[config.mk]
export PLATFORM = sky130hd
export DESIGN_NAME = paper_processor_gen_flat
export DESIGN_NICKNAME = d
export VERILOG_FILES = /design/src/rtl/paper_processor_gen_pkg.sv /design/src/rtl/paper_processor_gen_if.sv /design/src/rtl/paper_processor_gen_regfile.sv /design/src/rtl/paper_processor_gen.sv /design/src/flat_wrapper.sv
export SDC_FILE = /design/constraint.sdc
export NUM_CORES = 1
export LEC_CHECK = 0
export ABC_AREA = 1
export BUFFER_PORTS_ARGS = -buffer_cell sky130_fd_sc_hd__buf_2
export CORE_UTILIZATION = 30
export CTS_CLUSTER_SIZE = 25
export DETAILED_ROUTE_END_ITERATION = 10
export MAX_ROUTING_LAYER = met4
export PLACE_DENSITY = 0.49
export SETUP_SLACK_MARGIN = 0.2
export SYNTH_ARGS = -nofsm -noshare
export SYNTH_HDL_FRONTEND = slang
export SYNTH_SLANG_ARGS = --single-unit
[constraint.sdc]
create_clock -name clk -period 3.2 [get_ports clk]
set_input_delay 0.64 -clock clk [delete_from_list [all_inputs] [get_ports clk]]
set_output_delay 0.64 -clock clk [all_outputs]
set_load 0.03 [all_outputs]
[src/rtl/paper_processor_gen_pkg.sv]
// Shared types and instruction-field helpers for the parametrised paper processor.
// Instruction layout, MSB first: op[1:0] | reg select | jump address.
package paper_processor_gen_pkg;

    typedef enum logic [1:0] {
        ST_IDLE  = 2'd0,
        ST_FETCH = 2'd1,
        ST_EXEC  = 2'd2,
        ST_DONE  = 2'd3
    } state_e;

    localparam logic [1:0] OP_INC  = 2'b00;
    localparam logic [1:0] OP_DEC  = 2'b01;
    localparam logic [1:0] OP_JZ   = 2'b10;
    localparam logic [1:0] OP_HALT = 2'b11;

    function automatic logic [1:0] instr_op(input logic [31:0] instr, input int unsigned instr_w);
        logic [31:0] sh;
        sh = instr >> (instr_w - 32'd2);
        return sh[1:0];
    endfunction

    function automatic logic [31:0] instr_reg(input logic [31:0] instr, input int unsigned pc_w,
                                              input int unsigned rsel_w);
        return (instr >> pc_w) & ((32'd1 << rsel_w) - 32'd1);
    endfunction

    function automatic logic [31:0] instr_addr(input logic [31:0] instr, input int unsigned pc_w);
        return instr & ((32'd1 << pc_w) - 32'd1);
    endfunction

endpackage

[src/rtl/paper_processor_gen_if.sv]
// Control, program-load, register-access and status bundle of the paper processor.
interface paper_processor_gen_if #(
    parameter int REG_W     = 4,
    parameter int NUM_REGS  = 4,
    parameter int PC_W      = 4,
    parameter int MAX_STEPS = 255
);
    localparam int RSEL_W  = $clog2(NUM_REGS);
    localparam int INSTR_W = 2 + RSEL_W + PC_W;
    localparam int SC_W    = $clog2(MAX_STEPS + 1);

    logic               start;
    logic               busy;
    logic               done;
    logic               timeout;
    logic               prog_we;
    logic [PC_W-1:0]    prog_addr;
    logic [INSTR_W-1:0] prog_data;
    logic               reg_we;
    logic [RSEL_W-1:0]  reg_sel;
    logic [REG_W-1:0]   reg_wdata;
    logic [REG_W-1:0]   reg_rdata;
    logic [PC_W-1:0]    pc;
    logic [1:0]         state;
    logic [INSTR_W-1:0] instruction;
    logic [SC_W-1:0]    step_count;

    modport master (
        output start, prog_we, prog_addr, prog_data, reg_we, reg_sel, reg_wdata,
        input  busy, done, timeout, reg_rdata, pc, state, instruction, step_count
    );

    modport slave (
        input  start, prog_we, prog_addr, prog_data, reg_we, reg_sel, reg_wdata,
        output busy, done, timeout, reg_rdata, pc, state, instruction, step_count
    );

endinterface

[src/rtl/paper_processor_gen_regfile.sv]
// Data register file: preload write, increment / saturating-decrement port,
// per-register zero flags and combinational readback.
module paper_processor_gen_regfile #(
    parameter  int REG_W    = 4,
    parameter  int NUM_REGS = 4,
    localparam int RSEL_W   = $clog2(NUM_REGS)
) (
    input  logic                clk,
    input  logic                reset,
    input  logic                clk_en,
    input  logic                we_i,
    input  logic [RSEL_W-1:0]   wsel_i,
    input  logic [REG_W-1:0]    wdata_i,
    input  logic                op_en_i,
    input  logic                op_dec_i,
    input  logic [RSEL_W-1:0]   op_sel_i,
    input  logic [RSEL_W-1:0]   rsel_i,
    output logic [REG_W-1:0]    rdata_o,
    output logic [NUM_REGS-1:0] zero_o
);

    logic [REG_W-1:0] regs_q [NUM_REGS];
    logic [REG_W-1:0] cur;
    logic [REG_W-1:0] op_val_d;

    always_comb begin
        cur = regs_q[op_sel_i];
        if (op_dec_i) begin
            op_val_d = (cur == '0) ? cur : cur - REG_W'(1);
        end else begin
            op_val_d = cur + REG_W'(1);
        end
    end

    always_ff @(posedge clk) begin
        if (reset) begin
            for (int unsigned i = 0; i < NUM_REGS; i++) begin
                regs_q[i] <= '0;
            end
        end else if (clk_en) begin
            if (we_i) begin
                regs_q[wsel_i] <= wdata_i;
            end else if (op_en_i) begin
                regs_q[op_sel_i] <= op_val_d;
            end
        end
    end

    always_comb begin
        zero_o = '0;
        for (int unsigned i = 0; i < NUM_REGS; i++) begin
            zero_o[i] = (regs_q[i] == '0);
        end
    end

    assign rdata_o = regs_q[rsel_i];

endmodule

[src/rtl/paper_processor_gen.sv]
// Parametrised paper processor: INC/DEC/JZ/HALT over a register file, with a writable
// program store, start/busy/done handshake and a per-run step limit.
module paper_processor_gen
    import paper_processor_gen_pkg::*;
#(
    parameter int REG_W     = 4,
    parameter int NUM_REGS  = 4,
    parameter int PC_W      = 4,
    parameter int MAX_STEPS = 255
) (
    input logic                  clk,
    input logic                  reset,
    input logic                  clk_en,
    paper_processor_gen_if.slave bus
);

    localparam int RSEL_W  = $clog2(NUM_REGS);
    localparam int INSTR_W = 2 + RSEL_W + PC_W;
    localparam int SC_W    = $clog2(MAX_STEPS + 1);
    localparam int DEPTH   = 2 ** PC_W;

    state_e             state_q;
    logic [PC_W-1:0]    pc_q;
    logic [PC_W-1:0]    pc_d;
    logic [PC_W-1:0]    pc_inc_d;
    logic [PC_W-1:0]    addr_d;
    logic [INSTR_W-1:0] instr_q;
    logic [SC_W-1:0]    step_q;
    logic [SC_W-1:0]    step_d;
    logic               timeout_q;
    logic [1:0]         op_d;
    logic [RSEL_W-1:0]  rsel_d;
    logic [NUM_REGS-1:0] zero;
    logic [REG_W-1:0]   rdata;
    logic               cfg_ok;
    logic               reg_op_en;
    logic [INSTR_W-1:0] mem_q [DEPTH];

    // Loads and run requests are only honoured while the core is parked.
    assign cfg_ok = (state_q == ST_IDLE) || (state_q == ST_DONE);

    // No reset on the store so a loaded program survives a reset.
    always_ff @(posedge clk) begin
        if (!reset && clk_en && bus.prog_we && cfg_ok) begin
            mem_q[bus.prog_addr] <= bus.prog_data;
        end
    end

    always_comb begin
        op_d     = instr_op(32'(instr_q), INSTR_W);
        rsel_d   = RSEL_W'(instr_reg(32'(instr_q), PC_W, RSEL_W));
        addr_d   = PC_W'(instr_addr(32'(instr_q), PC_W));
        pc_inc_d = pc_q + PC_W'(1);
        step_d   = step_q + SC_W'(1);
        case (op_d)
            OP_JZ:   pc_d = zero[rsel_d] ? addr_d : pc_inc_d;
            OP_HALT: pc_d = pc_q;
            default: pc_d = pc_inc_d;
        endcase
    end

    assign reg_op_en = (state_q == ST_EXEC) && ((op_d == OP_INC) || (op_d == OP_DEC));

    paper_processor_gen_regfile #(
        .REG_W    (REG_W),
        .NUM_REGS (NUM_REGS)
    ) u_regfile (
        .clk      (clk),
        .reset    (reset),
        .clk_en   (clk_en),
        .we_i     (bus.reg_we && cfg_ok),
        .wsel_i   (bus.reg_sel),
        .wdata_i  (bus.reg_wdata),
        .op_en_i  (reg_op_en),
        .op_dec_i (op_d == OP_DEC),
        .op_sel_i (rsel_d),
        .rsel_i   (bus.reg_sel),
        .rdata_o  (rdata),
        .zero_o   (zero)
    );

    always_ff @(posedge clk) begin
        if (reset) begin
            state_q   <= ST_IDLE;
            pc_q      <= '0;
            instr_q   <= '0;
            step_q    <= '0;
            timeout_q <= 1'b0;
        end else if (clk_en) begin
            case (state_q)
                ST_IDLE, ST_DONE: begin
                    if (bus.start) begin
                        state_q   <= ST_FETCH;
                        pc_q      <= '0;
                        step_q    <= '0;
                        timeout_q <= 1'b0;
                    end
                end
                ST_FETCH: begin
                    instr_q <= mem_q[pc_q];
                    state_q <= ST_EXEC;
                end
                ST_EXEC: begin
                    step_q <= step_d;
                    pc_q   <= pc_d;
                    // HALT takes precedence over the step limit on the same step.
                    if (op_d == OP_HALT) begin
                        state_q   <= ST_DONE;
                        timeout_q <= 1'b0;
                    end else if (step_d == SC_W'(MAX_STEPS)) begin
                        state_q   <= ST_DONE;
                        timeout_q <= 1'b1;
                    end else begin
                        state_q <= ST_FETCH;
                    end
                end
                default: state_q <= ST_IDLE;
            endcase
        end
    end

    assign bus.busy        = (state_q == ST_FETCH) || (state_q == ST_EXEC);
    assign bus.done        = (state_q == ST_DONE);
    assign bus.timeout     = timeout_q;
    assign bus.pc          = pc_q;
    assign bus.state       = state_q;
    assign bus.instruction = instr_q;
    assign bus.step_count  = step_q;
    assign bus.reg_rdata   = rdata;

endmodule

[src/flat_wrapper.sv]
// flat-port wrapper written by rule: the top's interface ports become plain ports
module paper_processor_gen_flat import paper_processor_gen_pkg::*;
#(
    parameter int REG_W     = 4,
    parameter int NUM_REGS  = 4,
    parameter int PC_W      = 4,
    parameter int MAX_STEPS = 255
)
  (clk, reset, clk_en, bus_start, bus_prog_we, bus_prog_addr, bus_prog_data, bus_reg_we, bus_reg_sel, bus_reg_wdata, bus_busy, bus_done, bus_timeout, bus_reg_rdata, bus_pc, bus_state, bus_instruction, bus_step_count);
  paper_processor_gen_if #(.REG_W(REG_W), .NUM_REGS(NUM_REGS), .PC_W(PC_W), .MAX_STEPS(MAX_STEPS)) bus_i ();
  input logic clk;
  input logic reset;
  input logic clk_en;
  input wire logic [$bits(bus_i.start)-1:0] bus_start;
  input wire logic [$bits(bus_i.prog_we)-1:0] bus_prog_we;
  input wire logic [$bits(bus_i.prog_addr)-1:0] bus_prog_addr;
  input wire logic [$bits(bus_i.prog_data)-1:0] bus_prog_data;
  input wire logic [$bits(bus_i.reg_we)-1:0] bus_reg_we;
  input wire logic [$bits(bus_i.reg_sel)-1:0] bus_reg_sel;
  input wire logic [$bits(bus_i.reg_wdata)-1:0] bus_reg_wdata;
  output wire logic [$bits(bus_i.busy)-1:0] bus_busy;
  output wire logic [$bits(bus_i.done)-1:0] bus_done;
  output wire logic [$bits(bus_i.timeout)-1:0] bus_timeout;
  output wire logic [$bits(bus_i.reg_rdata)-1:0] bus_reg_rdata;
  output wire logic [$bits(bus_i.pc)-1:0] bus_pc;
  output wire logic [$bits(bus_i.state)-1:0] bus_state;
  output wire logic [$bits(bus_i.instruction)-1:0] bus_instruction;
  output wire logic [$bits(bus_i.step_count)-1:0] bus_step_count;
  assign bus_i.start = bus_start;
  assign bus_i.prog_we = bus_prog_we;
  assign bus_i.prog_addr = bus_prog_addr;
  assign bus_i.prog_data = bus_prog_data;
  assign bus_i.reg_we = bus_reg_we;
  assign bus_i.reg_sel = bus_reg_sel;
  assign bus_i.reg_wdata = bus_reg_wdata;
  assign bus_busy = bus_i.busy;
  assign bus_done = bus_i.done;
  assign bus_timeout = bus_i.timeout;
  assign bus_reg_rdata = bus_i.reg_rdata;
  assign bus_pc = bus_i.pc;
  assign bus_state = bus_i.state;
  assign bus_instruction = bus_i.instruction;
  assign bus_step_count = bus_i.step_count;
  paper_processor_gen #(.REG_W(REG_W), .NUM_REGS(NUM_REGS), .PC_W(PC_W), .MAX_STEPS(MAX_STEPS)) u_core (.clk(clk), .reset(reset), .clk_en(clk_en), .bus(bus_i));
endmodule
==> Word-level counts from Yosys, hierarchy flattened <==
Memories as Yosys holds them, arrays and structs flattened. A register that Yosys moved wholly into a read port is not among the register bits.
Cells that the tools add are included.
{ "word_totals": {"out_inout_bits": 29, "memories": 2, "regBits": 15, "ram_bits": 144} }
{ "classes": {"n_reduce_logical": 25, "magnitude_cmp": 1, "eq_ne": 10, "add_sub_neg": 4, "muxes": 37} }
{ "mem_list": {"columns": ["memory", "words", "word_bits", "rd", "rd_clocked_by_memory_dff", "wr", "line", "rtl"], "rows": [
  ["u_core.mem_q", 16, 8, 1, 1, 1, "paper_processor_gen.sv:37", "logic [INSTR_W-1:0] mem_q [DEPTH];"],
  ["u_core.u_regfile.regs_q", 4, 4, 6, 0, 4, "paper_processor_gen_regfile.sv:22", "logic [REG_W-1:0] regs_q [NUM_REGS];"]
]} }
{ "op_table": {"columns": ["operator", "n"], "rows": [
  ["$mux 4", 6],
  ["$logic_not 4->1", 5],
  ["$mux 1", 19],
  ["$pmux 4 s2", 2],
  ["$pmux 8 s2", 1],
  ["$mux 2", 5],
  ["$add 4x1->4 const B", 2],
  ["$add 8x1->8 const B", 1],
  ["$eq 2x2->1 const B", 4],
  ["$eq 8x8->1 const B", 1],
  ["$mux 8", 1],
  ["$reduce_and 4->1", 2],
  ["$reduce_or 4->1", 2],
  ["$pmux 2 s3", 1],
  ["$logic_and 1x1->1", 5],
  ["$eq 2x1->1 const B", 2],
  ["$logic_not 2->1", 2],
  ["$ne 2x2->1 const B", 2],
  ["$reduce_and 2->1", 2],
  ["$sub 4x1->4 const B", 1],
  ["$logic_or 1x1->1", 3],
  ["$lt 2x3->1 const B", 1],
  ["$ne 3x3->1 const B", 1],
  ["$reduce_and 3->1", 1],
  ["other kinds (5)", 5]
]} }

==> Longest topological paths before layout <==
Gate-level depths: netlist of the first run.
{ "depth": {"depth_word": 10, "mapped_depth": 13} }

==> Cells and area by module <==
Synthesis of the first run repeated with hierarchy kept, for this count alone.
{ "unflattened": {"hier_cells": 724, "area_unflattened_um2": 7736.2} }
{ "modules_own_cells": {"columns": ["module", "seq_area_each_um2", "instances", "area_per_inst_um2", "cells_per_inst"], "rows": [
  ["paper_processor_gen", 4304.1, 1, 6451.2, 565],
  ["paper_processor_gen_regfile", 480.5, 1, 1285.0, 159]
]} }

==> Worst setup path before layout of the first run <==
No wires, ideal clock.
{ "synth_timing": {"kind": "input -> output", "start": "input bus_reg_sel[0]", "end": "output bus_reg_rdata[1]", "required_ns": 2.560, "arrival_ns": 1.701, "setup_slack_ns": 0.859, "stages": 5, "path_cell_list": "clkbuf_1 inv_1 o21ai_0 a21oi_1 a21oi_1"} }
{ "synth_via": {"elab_chain_len": 1} }
{ "synth_rtl": {"columns": ["element", "line", "rtl"], "rows": [
  ["start: declaration", "flat_wrapper.sv:19", "input wire logic [$bits(bus_i.reg_sel)-1:0] bus_reg_sel;"],
  ["$mem_v2 4x4", null, null],
  ["end: declaration", "flat_wrapper.sv:24", "output wire logic [$bits(bus_i.reg_rdata)-1:0] bus_reg_rdata;"]
]} }
Every way passes these cells.

==> results of run 1 <==
## through the flow
step / instances / hold WS (ns) / utilization
CTS: 1130 / 0.508 / 0.361
global route: 1130 / 0.539 / 0.361
floorplan: 729 / 0.613 / -
finish: 1130 / 0.508 / 0.361
global placement: 1099 / 0.494 / 0.338
detailed placement: 1099 / 0.498 / 0.338
## layout make-up
class	count	area share
timing repair buffer	75	0.0518
tap	324	0.0459
inverter	60	0.0255
clock inverter	14	0.0170
clock buffer	17	0.0481
multi-input combinational	473	0.270
sequential	167	0.542
## critical path, cell delays in order (launching register included)
cell      delay [ns]
dfxtp_1         0.61
inv_2           0.17
nand3_1         0.12
nand2_1         0.12
inv_1           0.11
ha_1            0.18
nand3_1         0.13
nand2_1         0.10
inv_1           0.06
nand2_1         0.06
nand2_1         0.07
o21bai_2        0.24
nor2_1          0.07
## layer usage
metal	wire, um	GRT usage	up-vias	share of wire
met1	9630	0.226	2669	0.49
met4	235	0.0420	0	0.012
met5	0	-	-	0
met3	929	0.0294	20	0.048
met2	8750	0.237	175	0.45
li1	-	-	2695	-
## cells in the final DEF, fill, tap and decap left out, drive strengths merged
cell type    n
clkinvlp     2
o21ai       48
clkinv       4
nor3         2
nor2       124
or2          3
edfxtp     144
o21bai      33
nand3       61
a21oi       32
clkbuf      17
ha           8
xnor2        3
nand4        2
xor2         1
inv         68
nand3b       1
o22ai        5
buf         75
nand2      118
o221ai      32
dfxtp       23
## cells in the mapped netlist, drive strengths merged
cell	count	area (um^2)
o22ai	5	37.5
edfxtp	144	4320
nand2	118	448
clkbuf	19	71.3
nand3	61	310
clkinv	1	3.75
buf	10	50.1
nand4	2	12.5
ha	8	100
or2	3	21.3
o221ai	32	280
inv	59	221
xor2	1	8.76
xnor2	3	26.3
dfxtp	23	460
a21oi	32	160
nand3b	1	7.51
nor2	124	470
o21ai	48	244
o21bai	33	251
nor3	2	10.0
## worst max path at each step
| stage | startpoint | end | slack [ns] |
|---|---|---|---|
| after floorplan | bus_reg_sel[0] | bus_reg_rdata[1] | 0.86 |
| after global placement | reset | u_core.u_regfile.regs_q[3][1]$_DFFE_PP_ | 0.68 |
| after detailed placement | reset | u_core.u_regfile.regs_q[3][0]$_DFFE_PP_ | 0.65 |
| after CTS | u_core.bus.instruction[5]$_SDFFE_PP0P_ | u_core.u_regfile.regs_q[2][2]$_SDFFCE_PN0P_ | 0.93 |
| after global routing | u_core.bus.instruction[5]$_SDFFE_PP0P_ | u_core.u_regfile.regs_q[2][2]$_SDFFCE_PN0P_ | 0.67 |
| final | u_core.bus.instruction[5]$_SDFFE_PP0P_ | u_core.u_regfile.regs_q[2][2]$_SDFFCE_PN0P_ | 0.91 |
## state kept, by name (all words and copies together), names as in the netlist
signal / cells
u_core.bus.state: 2
u_core.bus.instruction: 8
u_core.bus.timeout: 1
u_core.mem_q: 128
u_core.u_regfile.regs_q: 16
u_core.bus.pc: 4
u_core.bus.step_count: 8
## power breakdown
group          total [uW]  switching (uW)  internal (uW)
registers            2410            25.3           2390
clock network        2000             957           1040
logic                 280             204           76.8
total                4690            1190           3500
## kinds of logic after synthesis
logic type / count (synthesis)
DFF: 167
xor gates and xnor gates: 4
adders and majority gates: 8
buffers and inverters: 89
and+or+nand+nor: 311
AOI/OAI and AO/OA: 150
==> run summary, run 1 <==
Post-DP HPWL - 13100 um
Antenna cells - 0
Status - complete, no violations
Leak - 0.00326 uW
Vias - 5559
Post-DRT Antenna Nets - 0
Area of placed instances - 8260 um^2
Cts repair resizes - 0
IO Count - 53
CTS tree - built
Via density - 4.92
Min-Delay Endpoint - u_core.bus.step_count[6]$_SDFFE_PP0P_
Final Cell Area - 8840 um^2
Highest Clock Rate - 0.437 GHz
Routed WL - 19500 um
Mapped Area - 7520 um^2
Core area - 24500 um^2
Sequential cell area - 4790 um^2
Avg WL per Cell - 17.3 um
Slew headroom - 0.557
GPL Wtd Cong - 0.848
Initial Utilization - 0.307
Slew Limit Fails - 0
Synth Register Bits - 167
Clock-pin slew on the worst setup and hold paths - 0.07 ns
Worst reg2reg setup slack - 0.91 ns
Largest net degree at the start of global routing - 65
Type of origin of the critical path - register
Worst setup margin - 0.909 ns
Syn_area_per_cell - 10.3 um^2
Pwr/cell area - 530 nW/um^2
Clock buffer depth - 2
Final net count - 826
Mux cell area share after synthesis - 0
Clock Skew - 0.0164 ns
Die height - 160 um
FF-to-FF path depth - 12
H-tree levels - 4
Mapped Cells - 729
Compound-cell area share of the yosys netlist - 0.129
Worst R2R End - u_core.u_regfile.regs_q[2][2]$_SDFFCE_PN0P_
Worst-Skew Late Latency - 0.44 ns
Setup TNS - 0 ns
Worst EP required - 3.37 ns
Min cycle time layout - 2.29 ns
Die Width - 160 um
1st-iter DRT viols - 452
Clock Tree Root - clkbuf_16
Crit path DAT - 2.46 ns
Die area - 25700 um^2
Fin crit share - 0.716
Adder-cell share of the synthesized area - 0.0133
R2R Path Start - u_core.bus.instruction[5]$_SDFFE_PP0P_
Worst hold-check path type - register to register
Critical path class - register to register
Simple-gate share of the synthesized area - 0.170
Post-place setup slack - 0.646 ns
Drc violations - 0
Largest family of logic cells by synthesized area - simple AND/OR/NAND/NOR gates
Vias in the first global route - 5281
First-pass GRT wire length - 30200 um
Initial antenna violation count - 0
Xor-xnor portion of the synthesized cell area - 0.00466
Area of the multi-input gates - 2390 um^2
Syn nets - 761
Critical Path End Type - register
Yosys warning total - 0
Fill cells - 2478
Max Cap Viol - 0
Maximum vdd drop - 0.271 mV
Hold path cells - 2
Share of cells above drive strength 1 - 0.158
Sink Count - 167
Unique cell type count in the Yosys netlist - 32
Hold path start - u_core.bus.step_count[6]$_SDFFE_PP0P_
Remaining Overflow, GRT - 0
Post-CTS Setup Repair Bufs - 0
Seq/Total Area, Yosys - 0.636
RSZ-0062 raised after global routing - no
Final setup fails - 0
Worst-margin pin slew - 0.664 ns
Tot Pwr - 4690 uW
CTS Hold Bufs - 0
Area Overhead vs Synth - 17.6%
CP Max Fanout - 10
GRT Overall Usage - 0.160
Placement Rows - 57
DRT Pass-1 Iters - 5
CTS Buf Count - 17
Input/output buffers - 52
Fin. Hold Viols - 0
No activity file was read; power rests on OpenSTA's default activity.
==> inputs of run 2 (changes only) <==
Settings changed: ABC_AREA 1 to 0.
Clock period 3.2 ns to 2.36 ns, I/O delays scaled along.
==> run 2 against run 1 <==
- clock skew shrank 0.0063 ns
- clock-buffer cell count is the same
- final cell count decreased by 20%
- largest cell class unchanged
- flip-flop and latch count is the same
- sequential power is 35% higher
- via count fell by 20%
- utilization is 2.0 points higher
- critical path type unchanged
- worst hold slack worse by 0.096 ns
- critical path depth fell by 3
==> run summary, run 2 <==
Status - complete, no violations
Crit path DAT - 2.47 ns (about the same)
CP peak stage delay - 0.57 ns (-0.04 ns)
Largest net degree at the start of global routing - 23 (-65%)
Post-synth ARST share - 0 (unchanged)
RSZ-0062 raised after global routing - yes
Max Cap Viol - 0 (unchanged)
Sequential power share - 0.519 (+0.004)
P_int - 4840 uW (+38%)
Slew Limit Fails - 0 (unchanged)
Critical Path Slowest Stage Cell - mux4_2
CTS Hold Bufs - 0 (unchanged)
Most frequent cell after synthesis - edfxtp_1
EDFF count, synth - 144 (unchanged)
First-pass GRT wire length - 26400 um (-13%)
Die height - 158 um (-1.8%)
Syn_area_per_cell - 15.7 um^2 (+52%)
Via density - 4.97 (+1.0%)
Worst hold-check path type - primary input to register
Placement Rows - 56 (-1.8%)
CP Cell Sequence - mux4_2 -> inv_2 -> ha_4 -> inv_4 -> nor3_4 -> nand2_2 -> xnor2_2 -> a22oi_2 -> nor2_1
H-tree levels - 4 (unchanged)
Vias - 4473 (-20%)
Initial antenna violation count - 0 (unchanged)
Clock share of power - 0.424 (-0.002)
Highest Clock Rate - 0.432 GHz (-1.0%)
Most frequent cells in the layout - 144 x edfxtp_1, 55 x buf_4, 51 x buf_2
Biggest regs - u_core.mem_q x128, u_core.u_regfile.regs_q x16
Commonest non-fill, non-tap cell in the layout - edfxtp_1
Prevailing post-synth register cell - edfxtp_1
Post-DRT Antenna Nets - 0 (unchanged)
Initial Utilization - 0.307 (about the same)
Clock Tree Root - clkbuf_16
Die Width - 158 um (-1.8%)
Final Cell Area - 9000 um^2 (+1.8%)
Seq/Total Area, Yosys - 0.660 (+0.0233)
Antenna cells - 0 (unchanged)
Clock-pin slew on the worst setup and hold paths - 0.06 ns (about the same)
Number of flip-flops under the largest register name - 128 (unchanged)
Combinational share of power - 0.057 (-0.003)
Cells taking the most area after synthesis - edfxtp_1 60%, mux4_2 15%, dfxtp_1 6.3%
Sink Count - 167 (unchanged)
Final net count - 601 (-27%)
Area leader, netlist - edfxtp_1
Final Util - 0.381 (+0.0198)
Type of origin of the critical path - register
Pwr/cell area - 697 nW/um^2 (+31%)
Post-DP HPWL - 11400 um (-13%)
Critical Path End Type - register
Clock buffer depth - 2 (unchanged)
Die area - 24800 um^2 (-3.5%)
Unique cell type count in the Yosys netlist - 49 (+53%)
Fin. Hold Viols - 0 (unchanged)
Fin crit share - 0.981 (+0.265)
1st-iter DRT viols - 377 (-17%)
Sequential cell area - 4800 um^2 (+0.18%)
Min cycle time layout - 2.31 ns (+0.0235 ns)
Maximum vdd drop - 0.396 mV (+46%)
Post-synth top area share - 0.596 (+0.0210)
Mapped Area - 7250 um^2 (-3.5%)
Met3 WL - 823 um (-11%)
Input/output buffers - 52 (unchanged)
GRT Overall Usage - 0.150 (-0.0101)
Area of placed instances - 8160 um^2 (-1.3%)
Worst EP required - 2.52 ns (-0.85 ns)
Mapped Cells - 462 (-37%)
CP Max Fanout - 4 (-6)
Avg WL per Cell - 18.8 um (+9.0%)
Vias in the first global route - 4596 (-13%)
CTS tree - built
Post-Route M1 WL - 7950 um (-17%)
Top post-synthesis cells by count - 144 x edfxtp_1, 48 x mux4_2, 43 x nor2_1, 28 x nand2_1, 24 x a21oi_1
Core area - 23600 um^2 (-3.5%)
Drc violations - 0 (unchanged)
Area of the multi-input gates - 2440 um^2 (+2.0%)
Fill cells - 2219 (-10%)
Worst-Skew Late Latency - 0.42 ns (-0.02 ns)
Routed WL - 17000 um (-13%)
Max Used Layer - met4
Synth Register Bits - 167 (unchanged)
GPL Wtd Cong - 0.840 (-0.97%)
Routed wl met2 - 8010 um (-8.4%)
Leak - 0.00306 uW (-6.0%)
IO Count - 53 (unchanged)
Share of cells above drive strength 1 - 0.386 (+0.228)
Clock Skew - 0.0102 ns (-0.00626 ns)
Slew headroom - 0.514 (-0.0428)
Switch share - 0.228 (-0.0253)
Largest register by flop count - u_core.mem_q
CTS Buf Count - 17 (unchanged)
Area Overhead vs Synth - 24.1%
Syn nets - 494 (-35%)
Yosys warning total - 0 (unchanged)
Critical path class - register to register
DRT Pass-1 Iters - 4 (-1)
Sw Pwr - 1430 uW (+20%)
Final setup fails - 0 (unchanged)
Remaining Overflow, GRT - 0 (unchanged)
Worst-margin pin slew - 0.728 ns (+0.0642 ns)
-- run 2: cell count changes in the layout (fill, tap and decap cells not counted), moves of 34 or more --
| cell | before | now |
|---|---|---|
| nor2_1 | 122 | 40 |
| o21ai_0 | 45 | 9 |
| nand3_1 | 60 | 16 |
| buf_4 | 21 | 55 |
| inv_1 | 51 | 11 |
| nand2_1 | 116 | 27 |
| mux4_2 | 0 | 48 |
-- run 2: final timing paths --
path                                           start                                     endpoint  slack [ns]  depth (start not counted)
max          u_core.u_regfile.regs_q[3][1]$_DFFE_PP_  u_core.u_regfile.regs_q[2][0]$_SDFFCE_PN0P_        0.05                          9
min                                 bus_reg_wdata[1]      u_core.u_regfile.regs_q[3][1]$_DFFE_PP_        0.41                          3
max reg2reg  u_core.u_regfile.regs_q[3][1]$_DFFE_PP_  u_core.u_regfile.regs_q[2][0]$_SDFFCE_PN0P_        0.05                          9
min reg2reg   u_core.bus.instruction[1]$_SDFFE_PP0P_       u_core.bus.instruction[1]$_SDFFE_PP0P_        0.48                          2
-- run 2: metrics by stage --
stage	hold slack, ns	std cells	setup TNS (ns)	setup slack [ns]	total power [uW]
2_1_floorplan	0.565	462	0	0.153	3490
3_3_place_gp	0.466	848	0	0.146	3610
3_5_place_dp	0.473	848	0	0.0632	3620
4_1_cts	0.406	887	0	0.137	6290
5_1_grt	0.431	900	-0.0878	-0.0349	6500
6_report	0.412	900	0	0.0456	6270
-- run 2: timing repair --
item / in CTS / in global routing
buffers inserted: 8 / 13
gates resized for setup: 1 / 24
pin swaps: 1 / 15
endpoints found under the setup margin: 21 / 58
-- run 2: cell type report --
class	instances	share of cell area
multi-input combinational	256	0.271
tap	319	0.0443
inverter	16	0.00723
clock buffer	17	0.0473
timing repair buffer	111	0.0824
sequential	167	0.533
clock inverter	14	0.0152
-- run 2: power by group through the flow --
stage	Sequential (uW)	Combinational (uW)	Clock (uW)
final	3250	358	2660
after floorplan	3320	172	0
after detailed placement	3320	301	0
after global routing	3250	388	2860
after global placement	3310	293	0
after CTS	3250	313	2720
-- run 2: routing by layer --
metal	track usage	up-vias
met3	0.0341	17
met5	-	-
met2	0.237	147
met1	0.197	2285
met4	0.0361	0
li1	-	2024
-- run 2: critical path, delay by kind of cell (launching register included) --
| kind | cells | cell delay [ns] |
|---|---|---|
| multiplexers | 1 | 0.57 |
| flip-flops | 1 | 0.42 |
| AND/OR/NAND/NOR | 3 | 0.38 |
| AO/OA/AOI/OAI | 1 | 0.26 |
| XOR/XNOR | 1 | 0.15 |
| buffers and inverters | 2 | 0.14 |
| adder cells (fa/ha/maj) | 1 | 0.14 |
-- run 2: cell families (layout without fill, tap and decap cells) --
kind of cell	after synthesis	count (layout)	share of synthesized area
AO/OA/AOI/OAI	57	57	0.0495
multiplexers	53	53	0.156
AND/OR/NAND/NOR	134	134	0.0914
XOR/XNOR	4	4	0.00483
adder cells (fa/ha/maj)	8	8	0.0138
flip-flops	167	167	0.660
buffers and inverters	39	158	0.0248
==> inputs of run 3 (changes only) <==
Settings changed: CORE_MARGIN set to 2, CORE_UTILIZATION 30 to 60, PLACE_DENSITY 0.49 to 0.83.
==> run 3 against run 2 <==
- fmax increased by 5.1%
- first-iteration DRC count increased by 6.1%
- die area decreased by 48%
- non-clock buffer count decreased by 30
- clock skew increased by 0.0036 ns
- clock-buffer cell count increased by 2
- utilization increased by 33 points
- clock power increased by 5%
- worst setup slack improved by 0.11 ns
- worst hold slack got worse by 0.070 ns
==> run summary, run 3 (same netlist as run 2, synthesis figures left out) <==
Number of flip-flops under the largest register name - 128 (unchanged)
Fin crit share - 0.933 (-0.0472)
Clock Skew - 0.0138 ns (+0.00364 ns)
FF-to-FF path depth - 9 (unchanged)
Most frequent cells in the layout - 144 x edfxtp_1, 52 x buf_2, 48 x mux4_2
1st-iter DRT viols - 400 (+6.1%)
Critical Path End Type - register
Type of origin of the critical path - register
GPL Wtd Cong - 0.892 (+6.2%)
Via density - 6.21 (+25%)
GRT Overall Usage - 0.258 (+0.108)
Area of the multi-input gates - 2370 um^2 (-2.9%)
Largest register by flop count - u_core.mem_q
Worst-Skew Late Latency - 0.43 ns (about the same)
Fill cells - 756 (-66%)
Maximum vdd drop - 0.544 mV (+38%)
Pwr/cell area - 744 nW/um^2 (+6.9%)
Tot Pwr - 6340 uW (+1.2%)
Die area - 13000 um^2 (-48%)
Biggest regs - u_core.mem_q x128, u_core.u_regfile.regs_q x16
Clock Tree Root - clkbuf_16
Die height - 114 um (-28%)
Input/output buffers - 52 (unchanged)
Clock buffer depth - 2 (unchanged)
Worst EP required - 2.53 ns (about the same)
Slew headroom - 0.521 (+0.00704)
Final net count - 571 (-5.0%)
Placement Rows - 40 (-29%)
Critical path class - register to register
DRT Pass-1 Iters - 4 (unchanged)
Worst-margin pin slew - 0.717 ns (-0.0111 ns)
Largest net degree at the start of global routing - 27 (+17%)
Drc violations - 0 (unchanged)
Vias - 4334 (-3.1%)
Antenna cells - 0 (unchanged)
H-tree levels - 4 (unchanged)
CTS Buf Count - 17 (unchanged)
Hold path cells - 2 (-1)
Commonest non-fill, non-tap cell in the layout - edfxtp_1
First-pass GRT wire length - 23800 um (-10%)
Crit path DAT - 2.37 ns (-0.10 ns)
Post-DRT Antenna Nets - 0 (unchanged)
Final setup fails - 0 (unchanged)
CP Max Fanout - 5 (+1)
Worst hold-check path type - primary input to register
IO Count - 53 (unchanged)
Min cycle time layout - 2.20 ns (-0.111 ns)
Worst reg2reg setup slack - 0.16 ns (+0.11 ns)
Routed WL - 15100 um (-11%)
Remaining Overflow, GRT - 0 (unchanged)
CP Cell Sequence - mux4_2 -> inv_2 -> ha_4 -> inv_2 -> nor3_4 -> nand2_1 -> xnor2_1 -> a22oi_2 -> nor2_1
Share of cells above drive strength 1 - 0.325 (-0.0607)
Area Overhead vs Synth - 17.4%
Status - complete, no violations
Critical Path Slowest Stage Cell - mux4_2
Vias in the first global route - 4432 (-3.6%)
Sink Count - 167 (unchanged)
Initial Utilization - 0.609 (+0.302)
Clock-pin slew on the worst setup and hold paths - 0.06 ns (about the same)
Max Cap Viol - 0 (unchanged)
Setup TNS - 0 ns (unchanged)
Most used cell, CP - inv_2
Highest Clock Rate - 0.454 GHz (+5.1%)
CTS tree - built
Post-DP HPWL - 10200 um (-11%)
Slew Limit Fails - 0 (unchanged)
CP peak stage delay - 0.58 ns (about the same)
Leak - 0.00290 uW (-5.2%)
Sequential cell area - 4800 um^2 (unchanged)
Core area - 11900 um^2 (-50%)
RSZ-0062 raised after global routing - yes
Die Width - 114 um (-28%)
CTS Hold Bufs - 0 (unchanged)
Initial antenna violation count - 0 (unchanged)
Fin. Hold Viols - 0 (unchanged)
Avg WL per Cell - 21.7 um (+15%)
-- run 3: changes by cell type in the layout (fill, tap and decap cells not counted), sizes merged --
| cell | delta |
|---|---|
| clkinvlp | -2 |
| inv | -7 |
| bufinv | +3 |
| clkbuf | +2 |
| clkinv | +4 |
| buf | -30 |
-- run 3: repair_timing --
action | in CTS | in global routing
setup endpoints to repair | 17 | 69
gates resized for setup | 2 | 5
pin swaps | 1 | 7
buffers inserted | 1 | 3
cloned | 0 | 0
-- run 3: critical path: cells and delay by family (launching register included) --
kind            cells  cell delay [ns]
mux                 1             0.58
flops               1             0.39
simple gates        3             0.32
compound gates      1             0.22
xor+xnor            1             0.16
buf+inv             2             0.15
fa+ha+maj           1             0.13
-- run 3: final timing paths --
path | startpoint | to
max | u_core.bus.instruction[4]$_SDFFE_PP0P_ | u_core.u_regfile.regs_q[0][0]$_SDFFCE_PN0P_
min | reset | u_core.bus.instruction[5]$_SDFFE_PP0P_
max reg2reg | u_core.bus.instruction[4]$_SDFFE_PP0P_ | u_core.u_regfile.regs_q[0][0]$_SDFFCE_PN0P_
min reg2reg | u_core.bus.instruction[0]$_SDFFE_PP0P_ | u_core.bus.instruction[0]$_SDFFE_PP0P_
-- run 3: area by class of cell --
| type | instances | share of cell area |
|---|---|---|
| flip-flops and latches | 167 | 0.563 |
| multi-input cells | 256 | 0.278 |
| repair buffers | 81 | 0.0609 |
| clock buffers | 19 | 0.0508 |
| well taps | 147 | 0.0216 |
| clock inverters | 12 | 0.0187 |
| inverters | 16 | 0.00734 |
-- run 3: metrics by stage --
step | utilization | instance area (um^2) | cells | hold slack [ns] | setup slack (ns)
2_1_floorplan | - | 7320 | 462 | 0.565 | 0.153
3_3_place_gp | 0.660 | 7860 | 663 | 0.479 | 0.159
3_5_place_dp | 0.660 | 7860 | 663 | 0.478 | 0.0910
4_1_cts | 0.711 | 8470 | 695 | 0.309 | 0.170
5_1_grt | 0.715 | 8520 | 698 | 0.339 | 0.0320
6_report | 0.715 | 8520 | 698 | 0.341 | 0.157
-- run 3: where the power goes --
group	internal [uW]	total (uW)	switching, uW
clock	1740	2790	1050
combinational	106	299	193
sequential	3230	3250	23.0
total	5080	6340	1260
-- run 3: layer usage --
| metal | part of all wire | wire length [um] | global-route usage | vias to the layer above |
|---|---|---|---|---|
| met4 | 0.012 | 174 | 0.0707 | 0 |
| li1 | - | - | - | 1963 |
| met2 | 0.53 | 8060 | 0.426 | 139 |
| met1 | 0.40 | 6080 | 0.323 | 2214 |
| met3 | 0.053 | 806 | 0.0648 | 18 |
| met5 | 0 | 0 | - | - |
